--- src/rtl/tcdm_ecc_pkg.sv ---
// Shared widths and FSM state type for the SECDED-protected TCDM bank controller.
package tcdm_ecc_pkg;

  localparam int unsigned DataWidth = 32;
  localparam int unsigned EncWidth  = 39;
  localparam int unsigned ProtWidth = 7;

  typedef enum logic {
    IDLE  = 1'b0,
    MERGE = 1'b1
  } state_e;

endpackage

--- src/rtl/ecc_sat_counter.sv ---
// Saturating event counter with synchronous clear that wins over increment.
module ecc_sat_counter #(
  parameter int unsigned width = 16
) (
  input  logic             clk_i,
  input  logic             rst_ni,
  input  logic             inc,
  input  logic             clr,
  output logic [width-1:0] count
);

  always_ff @(posedge clk_i or negedge rst_ni) begin
    if (!rst_ni) begin
      count <= '0;
    end else if (clr) begin
      count <= '0;
    end else if (inc && (count != '1)) begin
      count <= count + 1'b1;
    end
  end

endmodule

--- src/rtl/prim_secded_39_32_dec.sv ---
// Hsiao (39,32) SECDED decoder: corrects one flipped data bit, flags double errors.
module prim_secded_39_32_dec (
  input  logic [38:0] data_i,
  output logic [31:0] data_o,
  output logic [6:0]  syndrome_o,
  output logic [1:0]  err_o
);

  localparam logic [31:0] ParityMask [7] = '{
    32'h2606BD25, 32'hDEBA8050, 32'h413D89AA, 32'h31234ED1,
    32'hC2C1323B, 32'h2DCC624C, 32'h98505586
  };

  always_comb begin
    logic [6:0] col;
    col = '0;
    for (int k = 0; k < 7; k++) begin
      syndrome_o[k] = data_i[32+k] ^ (^(data_i[31:0] & ParityMask[k]));
    end
    // A data bit is flipped only when the syndrome equals that bit's H-matrix column.
    for (int i = 0; i < 32; i++) begin
      for (int k = 0; k < 7; k++) begin
        col[k] = ParityMask[k][i];
      end
      data_o[i] = data_i[i] ^ (syndrome_o == col);
    end
    err_o[0] = ^syndrome_o;
    err_o[1] = ~err_o[0] & (|syndrome_o);
  end

endmodule

--- src/rtl/prim_secded_39_32_enc.sv ---
// Hsiao (39,32) SECDED encoder: data in the low 32 bits, 7 check bits above.
module prim_secded_39_32_enc (
  input  logic [31:0] data_i,
  output logic [38:0] data_o
);

  localparam logic [31:0] ParityMask [7] = '{
    32'h2606BD25, 32'hDEBA8050, 32'h413D89AA, 32'h31234ED1,
    32'hC2C1323B, 32'h2DCC624C, 32'h98505586
  };

  always_comb begin
    data_o[31:0] = data_i;
    for (int k = 0; k < 7; k++) begin
      data_o[32+k] = ^(data_i & ParityMask[k]);
    end
  end

endmodule

--- src/rtl/tcdm_ecc_bank_ctrl.sv ---
// Bank-side SECDED controller: full writes pass through, partial writes run RMW,
// reads return encoded data and scrub single-bit errors back into the SRAM.
module tcdm_ecc_bank_ctrl
  import tcdm_ecc_pkg::*;
#(
  parameter int unsigned MemAddrWidth       = 10,
  parameter bit          WriteBackCorrected = 1'b1,
  parameter int unsigned CntWidth           = 16
) (
  input  logic                    clk_i,
  input  logic                    rst_ni,
  input  logic                    tcdm_req_i,
  input  logic [31:0]             tcdm_add_i,
  input  logic                    tcdm_wen_i,
  input  logic [3:0]              tcdm_be_i,
  input  logic [EncWidth-1:0]     tcdm_wdata_i,
  output logic                    tcdm_gnt_o,
  output logic                    tcdm_r_valid_o,
  output logic [EncWidth-1:0]     tcdm_r_rdata_o,
  output logic                    tcdm_r_opc_o,
  output logic                    mem_req_o,
  output logic                    mem_we_o,
  output logic [MemAddrWidth-1:0] mem_addr_o,
  output logic [EncWidth-1:0]     mem_wdata_o,
  input  logic [EncWidth-1:0]     mem_rdata_i,
  output logic                    err_single_o,
  output logic                    err_double_o,
  input  logic                    cnt_clr_i,
  output logic [CntWidth-1:0]     corr_cnt_o,
  output logic [CntWidth-1:0]     uncorr_cnt_o
);

  state_e state_q, state_d;

  logic                    rd_pend_q, wr_rsp_q, opc_q, in_single_q;
  logic [MemAddrWidth-1:0] addr_q;
  logic [3:0]              be_q;
  logic [DataWidth-1:0]    wdata_q;

  logic [DataWidth-1:0]    in_data, mem_data, merged, enc_mem_in;
  logic [1:0]              in_err, mem_err;
  logic [ProtWidth-1:0]    in_syn, mem_syn;
  logic [EncWidth-1:0]     enc_wr_out, enc_mem_out;
  logic [MemAddrWidth-1:0] req_addr;

  logic accept, scrub, be_full, be_none, be_part;

  prim_secded_39_32_dec u_dec_in (
    .data_i     (tcdm_wdata_i),
    .data_o     (in_data),
    .syndrome_o (in_syn),
    .err_o      (in_err)
  );

  prim_secded_39_32_dec u_dec_mem (
    .data_i     (mem_rdata_i),
    .data_o     (mem_data),
    .syndrome_o (mem_syn),
    .err_o      (mem_err)
  );

  prim_secded_39_32_enc u_enc_wr (
    .data_i (in_data),
    .data_o (enc_wr_out)
  );

  prim_secded_39_32_enc u_enc_mem (
    .data_i (enc_mem_in),
    .data_o (enc_mem_out)
  );

  assign req_addr = tcdm_add_i[MemAddrWidth+1:2];
  assign be_full  = (tcdm_be_i == 4'hF);
  assign be_none  = (tcdm_be_i == 4'h0);
  assign be_part  = !be_full && !be_none;

  // The scrub write needs the mem port, so it is the one cycle a request is refused in IDLE.
  assign scrub  = rd_pend_q && mem_err[0] && WriteBackCorrected;
  assign accept = (state_q == IDLE) && tcdm_req_i && !scrub;

  always_comb begin
    for (int b = 0; b < 4; b++) begin
      merged[8*b +: 8] = be_q[b] ? wdata_q[8*b +: 8] : mem_data[8*b +: 8];
    end
  end

  assign enc_mem_in = (state_q == MERGE) ? merged : mem_data;

  logic unused_bits;
  assign unused_bits = ^{tcdm_add_i[31:MemAddrWidth+2], tcdm_add_i[1:0], in_syn, mem_syn};

  // NOTE: sequential state uses non-blocking assignments so every flop samples pre-edge values.
  always_ff @(posedge clk_i or negedge rst_ni) begin
    if (!rst_ni) begin
      state_q <= IDLE;
    end else begin
      state_q <= state_d;
    end
  end

  always_comb begin
    state_d = state_q;
    unique case (state_q)
      IDLE:  if (accept && !tcdm_wen_i && be_part && !in_err[1]) state_d = MERGE;
      MERGE: state_d = IDLE;
      default: state_d = IDLE;
    endcase
  end

  always_ff @(posedge clk_i or negedge rst_ni) begin
    if (!rst_ni) begin
      rd_pend_q <= 1'b0;
      wr_rsp_q  <= 1'b0;
      opc_q     <= 1'b0;
    end else begin
      rd_pend_q <= accept && tcdm_wen_i;
      wr_rsp_q  <= accept && !tcdm_wen_i && (be_full || be_none || (be_part && in_err[1]));
      opc_q     <= accept && !tcdm_wen_i && !be_none && in_err[1];
    end
  end

  // NOTE: payload registers carry no reset; they are only consumed behind flags that are reset.
  always_ff @(posedge clk_i) begin
    if (accept) begin
      addr_q      <= req_addr;
      be_q        <= tcdm_be_i;
      wdata_q     <= in_data;
      in_single_q <= in_err[0];
    end
  end

  // NOTE: every output gets a default first, so no path through the case can infer a latch.
  always_comb begin
    tcdm_gnt_o     = 1'b0;
    tcdm_r_valid_o = 1'b0;
    tcdm_r_rdata_o = '0;
    tcdm_r_opc_o   = 1'b0;
    mem_req_o      = 1'b0;
    mem_we_o       = 1'b0;
    mem_addr_o     = '0;
    mem_wdata_o    = '0;
    err_single_o   = 1'b0;
    err_double_o   = 1'b0;
    unique case (state_q)
      IDLE: begin
        tcdm_gnt_o = tcdm_req_i && !scrub;
        if (rd_pend_q) begin
          tcdm_r_valid_o = 1'b1;
          tcdm_r_rdata_o = mem_rdata_i;
          tcdm_r_opc_o   = mem_err[1];
          err_single_o   = mem_err[0];
          err_double_o   = mem_err[1];
          if (scrub) begin
            mem_req_o   = 1'b1;
            mem_we_o    = 1'b1;
            mem_addr_o  = addr_q;
            mem_wdata_o = enc_mem_out;
          end
        end
        if (wr_rsp_q) begin
          tcdm_r_valid_o = 1'b1;
          tcdm_r_opc_o   = opc_q;
        end
        if (accept) begin
          if (tcdm_wen_i) begin
            mem_req_o  = 1'b1;
            mem_addr_o = req_addr;
          end else if (be_full) begin
            err_single_o = err_single_o || in_err[0];
            err_double_o = err_double_o || in_err[1];
            if (!in_err[1]) begin
              mem_req_o   = 1'b1;
              mem_we_o    = 1'b1;
              mem_addr_o  = req_addr;
              mem_wdata_o = enc_wr_out;
            end
          end else if (be_part) begin
            // An incoming single error is reported from MERGE so one transaction pulses once.
            if (in_err[1]) begin
              err_double_o = 1'b1;
            end else begin
              mem_req_o  = 1'b1;
              mem_addr_o = req_addr;
            end
          end
        end
      end
      MERGE: begin
        mem_req_o      = 1'b1;
        mem_we_o       = 1'b1;
        mem_addr_o     = addr_q;
        mem_wdata_o    = enc_mem_out;
        tcdm_r_valid_o = 1'b1;
        tcdm_r_opc_o   = mem_err[1];
        err_single_o   = in_single_q || mem_err[0];
        err_double_o   = mem_err[1];
      end
      default: ;
    endcase
  end

  ecc_sat_counter #(.width(CntWidth)) u_corr_cnt (
    .clk_i  (clk_i),
    .rst_ni (rst_ni),
    .inc    (err_single_o),
    .clr    (cnt_clr_i),
    .count  (corr_cnt_o)
  );

  ecc_sat_counter #(.width(CntWidth)) u_uncorr_cnt (
    .clk_i  (clk_i),
    .rst_ni (rst_ni),
    .inc    (err_double_o),
    .clr    (cnt_clr_i),
    .count  (uncorr_cnt_o)
  );

endmodule

--- config.mk ---
export PLATFORM = sky130hd
export DESIGN_NAME = tcdm_ecc_bank_ctrl
export DESIGN_NICKNAME = d
export VERILOG_FILES = /design/src/rtl/tcdm_ecc_pkg.sv /design/src/rtl/ecc_sat_counter.sv /design/src/rtl/prim_secded_39_32_dec.sv /design/src/rtl/prim_secded_39_32_enc.sv /design/src/rtl/tcdm_ecc_bank_ctrl.sv
export SDC_FILE = /design/constraint.sdc
export NUM_CORES = 1
export LEC_CHECK = 0
export ABC_AREA = 1
export CAP_MARGIN = 20
export CORE_ASPECT_RATIO = 0.6
export CORE_MARGIN = 2
export CORE_UTILIZATION = 30
export DETAILED_ROUTE_END_ITERATION = 7
export GPL_ROUTABILITY_DRIVEN = 1
export PLACE_DENSITY = 0.53
export SLEW_MARGIN = 20
export SYNTH_ARGS = -nofsm -noshare
export SYNTH_HDL_FRONTEND = slang
export SYNTH_SLANG_ARGS = --single-unit
export TNS_END_PERCENT = 50
--- constraint.sdc ---
create_clock -name clk_i -period 7.2 [get_ports clk_i]
set_clock_uncertainty 0.2 [all_clocks]
set_input_delay 1.8 -clock clk_i [delete_from_list [all_inputs] [get_ports clk_i]]
set_output_delay 1.8 -clock clk_i [all_outputs]
set_load 0.02 [all_outputs]
==> metrics.txt <==
Finished Layout Cells 3160; cell area power density 313 mW/mm^2; status finished clean; Reg area 0.00231 sq mm; Worst Path Arrival 5.12 ns; fraction of layout cells with a size suffix above 1 40.2%; Leakage 10.7 nW; IO Count 246; Detailed Routing Iterations Pass 1 5; GR Util All Layers 23.7%; Worst Tran Pin Value 1.18 ns; cell mode on critical path xor2_2; # hold bufs at CTS 0; Num CTS Buffers 9; Final Critical Period 7.12 ns; largest net degree at the start of global routing 63; core area 0.0392 sq mm; die width 262 um; vias in the first global route 13692; RSZ-0062 raised after global routing true; Worst VDD drop 0.241 mV; clk slew on worst S/H paths 0.06 ns; startpoint types input port; crit end category output pin; Relative slew margins 20.9%; post-route ant nets 0; area of the multi-input gates 0.0109 sq mm; detailed-route via count 15024; first-pass GRT wire length 75.3 mm; antenna violations before repair 0; CTS tree done; fin nets 2771; max-slew violations 0; max-cap viol count 0; Placed Instances 3086; design area 0.0208 sq mm; Post-Route Utilization 53.1%; H-tree levels 3; Worst Hold Slack 0.375 ns; number of synthesized register bits 83; Final setup viols 0; WL final 51.3 mm; die area 0.0415 sq mm; Tot Pwr 6.51 mW; setup_tns 0 ns; vias per inst 4.75; Crit-path slowest cell o31ai_4; CTS max path bufs 2; IO buf count 223; Worst Hold Class flop to flop; worst setup margin 0.0779 ns; Cells after Synth 1980; gr ovfl total 0; Cell Area, Synth 0.0119 sq mm; num rows 56; root buf cell clkbuf_16; Sink Count 83; Die H 159 um; Syn. warnings 0; worst setup path class input port to output pin; Final Hold Fails 0; library cells used by synthesis 46; Crit path largest cell delay 0.33 ns; CP Cell Sequence dlygate4sd2_1 -> buf_6 -> xnor2_1 -> xor2_1 -> xor2_2 -> xor2_2 -> inv_1 -> buf_4 -> ha_4 -> xnor2_4 -> xor2_2 -> a21oi_4 -> o31ai_4 -> nand2_8 -> inv_4 -> buf_4 -> nand2_1 -> nand2_2 -> buf_6; synthesized area per cell 6.03 sq um; fmax 140 MHz; initial core utilization 30.5%; post-synthesis sequential area ratio 19.4%; initial drt markers 978; most frequent cells in the layout 646 x nand2_1, 451 x buf_4, 187 x inv_1, 164 x nand3_1, 149 x nand2_2; syn nets 2118; wire per inst 16.2 um; commonest non-fill, non-tap cell in the layout nand2_1; DRC 0; CP required 5.20 ns; Layout fillers 3680; antenna fix cells 0; DP Area 0.0177 sq mm; Area Growth Syn to Fin 74.2%; Placer Congestion 0.942; Final period util 98.9%; Clock Latency Late Sink 0.37 ns; pre-CTS setup slack -1.17 ns; Detailed Place HPWL 40.4 mm; critical path peak fanout 6
[metal layers]
metal | part of all wire [%] | track usage (%)
met5 | 0 | 0
met4 | 1.1 | 3.57
met3 | 7.1 | 4.54
met2 | 42 | 34.4
met1 | 50 | 36.3
[power breakdown]
group	internal, mW	total (mW)	switching [mW]
Clock	0.304	0.528	0.225
Sequential	0.624	0.673	0.0497
Combinational	2.24	5.31	3.07
Total	3.16	6.51	3.35
[cells by family after synthesis]
group,Yosys count,synth area share [%]
XOR/XNOR,249,20.2
buffers and inverters,286,9.34
AND/OR/NAND/NOR,1245,44.5
flip-flops,83,19.4
adder cells (fa/ha/maj),19,1.99
AO/OA/AOI/OAI,98,4.60
[what timing repair did]
action | 4_1_cts | 5_1_grt
pin swaps | 108 | 187
setup endpoints to repair | 55 | 55
hold endpoints to repair | 0 | 0
gates cloned | 3 | 0
resized for setup | 580 | 410
buffers inserted | 26 | 31
[Yosys cell counts (all sizes together)]
cell type	number	area, sq um
nor3	7	35.0
o41ai	1	16.3
o21ai	46	230
a31oi	1	6.26
o22ai	26	163
edfxtp	47	1410
and2	1	6.26
buf	20	113
or2	13	81.3
ha	19	238
clkbuf	22	83.8
xnor2	107	1090
nor2	138	581
nand3b	2	15.0
inv	244	918
nand2	819	3140
dfrtp	36	901
xor2	142	1330
nor3b	1	7.51
o21bai	1	7.51
o31ai	1	7.51
nor4	3	18.8
nand3	211	1100
a21boi	2	15.0
a21oi	20	104
nand4	50	319
[state kept, by name (all words and copies together) (netlist names)]
signal              flops
addr_q                 10
wdata_q                32
wr_rsp_q                1
opc_q                   1
u_corr_cnt.count       16
u_uncorr_cnt.count     16
in_single_q             1
rd_pend_q               1
be_q                    4
state_q                 1
[area by class of cell]
class / instances / area share (%)
clock buffers: 11 / 1.27
clock inverters: 5 / 0.301
inverters: 244 / 4.56
multi-input cells: 1611 / 52.3
flip-flops and latches: 83 / 11.1
well taps: 522 / 3.14
repair buffers: 683 / 27.3
repair inverters: 1 / 0.0301
[path summary, 6_finish.rpt]
check | from | endpoint | slack [ns] | cells after the start
max | tcdm_wdata_i[29] | mem_wdata_o[33] | 0.08 | 19
min | u_uncorr_cnt.count[1] | u_uncorr_cnt.count[1] | 0.37 | 2
max reg2reg | u_corr_cnt.count[0] | u_corr_cnt.count[0] | 4.16 | 9
min reg2reg | u_uncorr_cnt.count[1] | u_uncorr_cnt.count[1] | 0.37 | 2
max in group asynchronous | rst_ni | u_corr_cnt.count[6] | 4.94 | 1
min in group asynchronous | rst_ni | u_uncorr_cnt.count[5] | 1.33 | 1
[worst max-delay path, delay by kind of cell]
family	cells	cell delay, ns
buffers and inverters	7	1.08
and+or+nand+nor	3	0.32
adders and majority gates	1	0.29
xor gates and xnor gates	6	1.18
AOI/OAI and AO/OA	2	0.43
(Power assumes the default switching activity.)
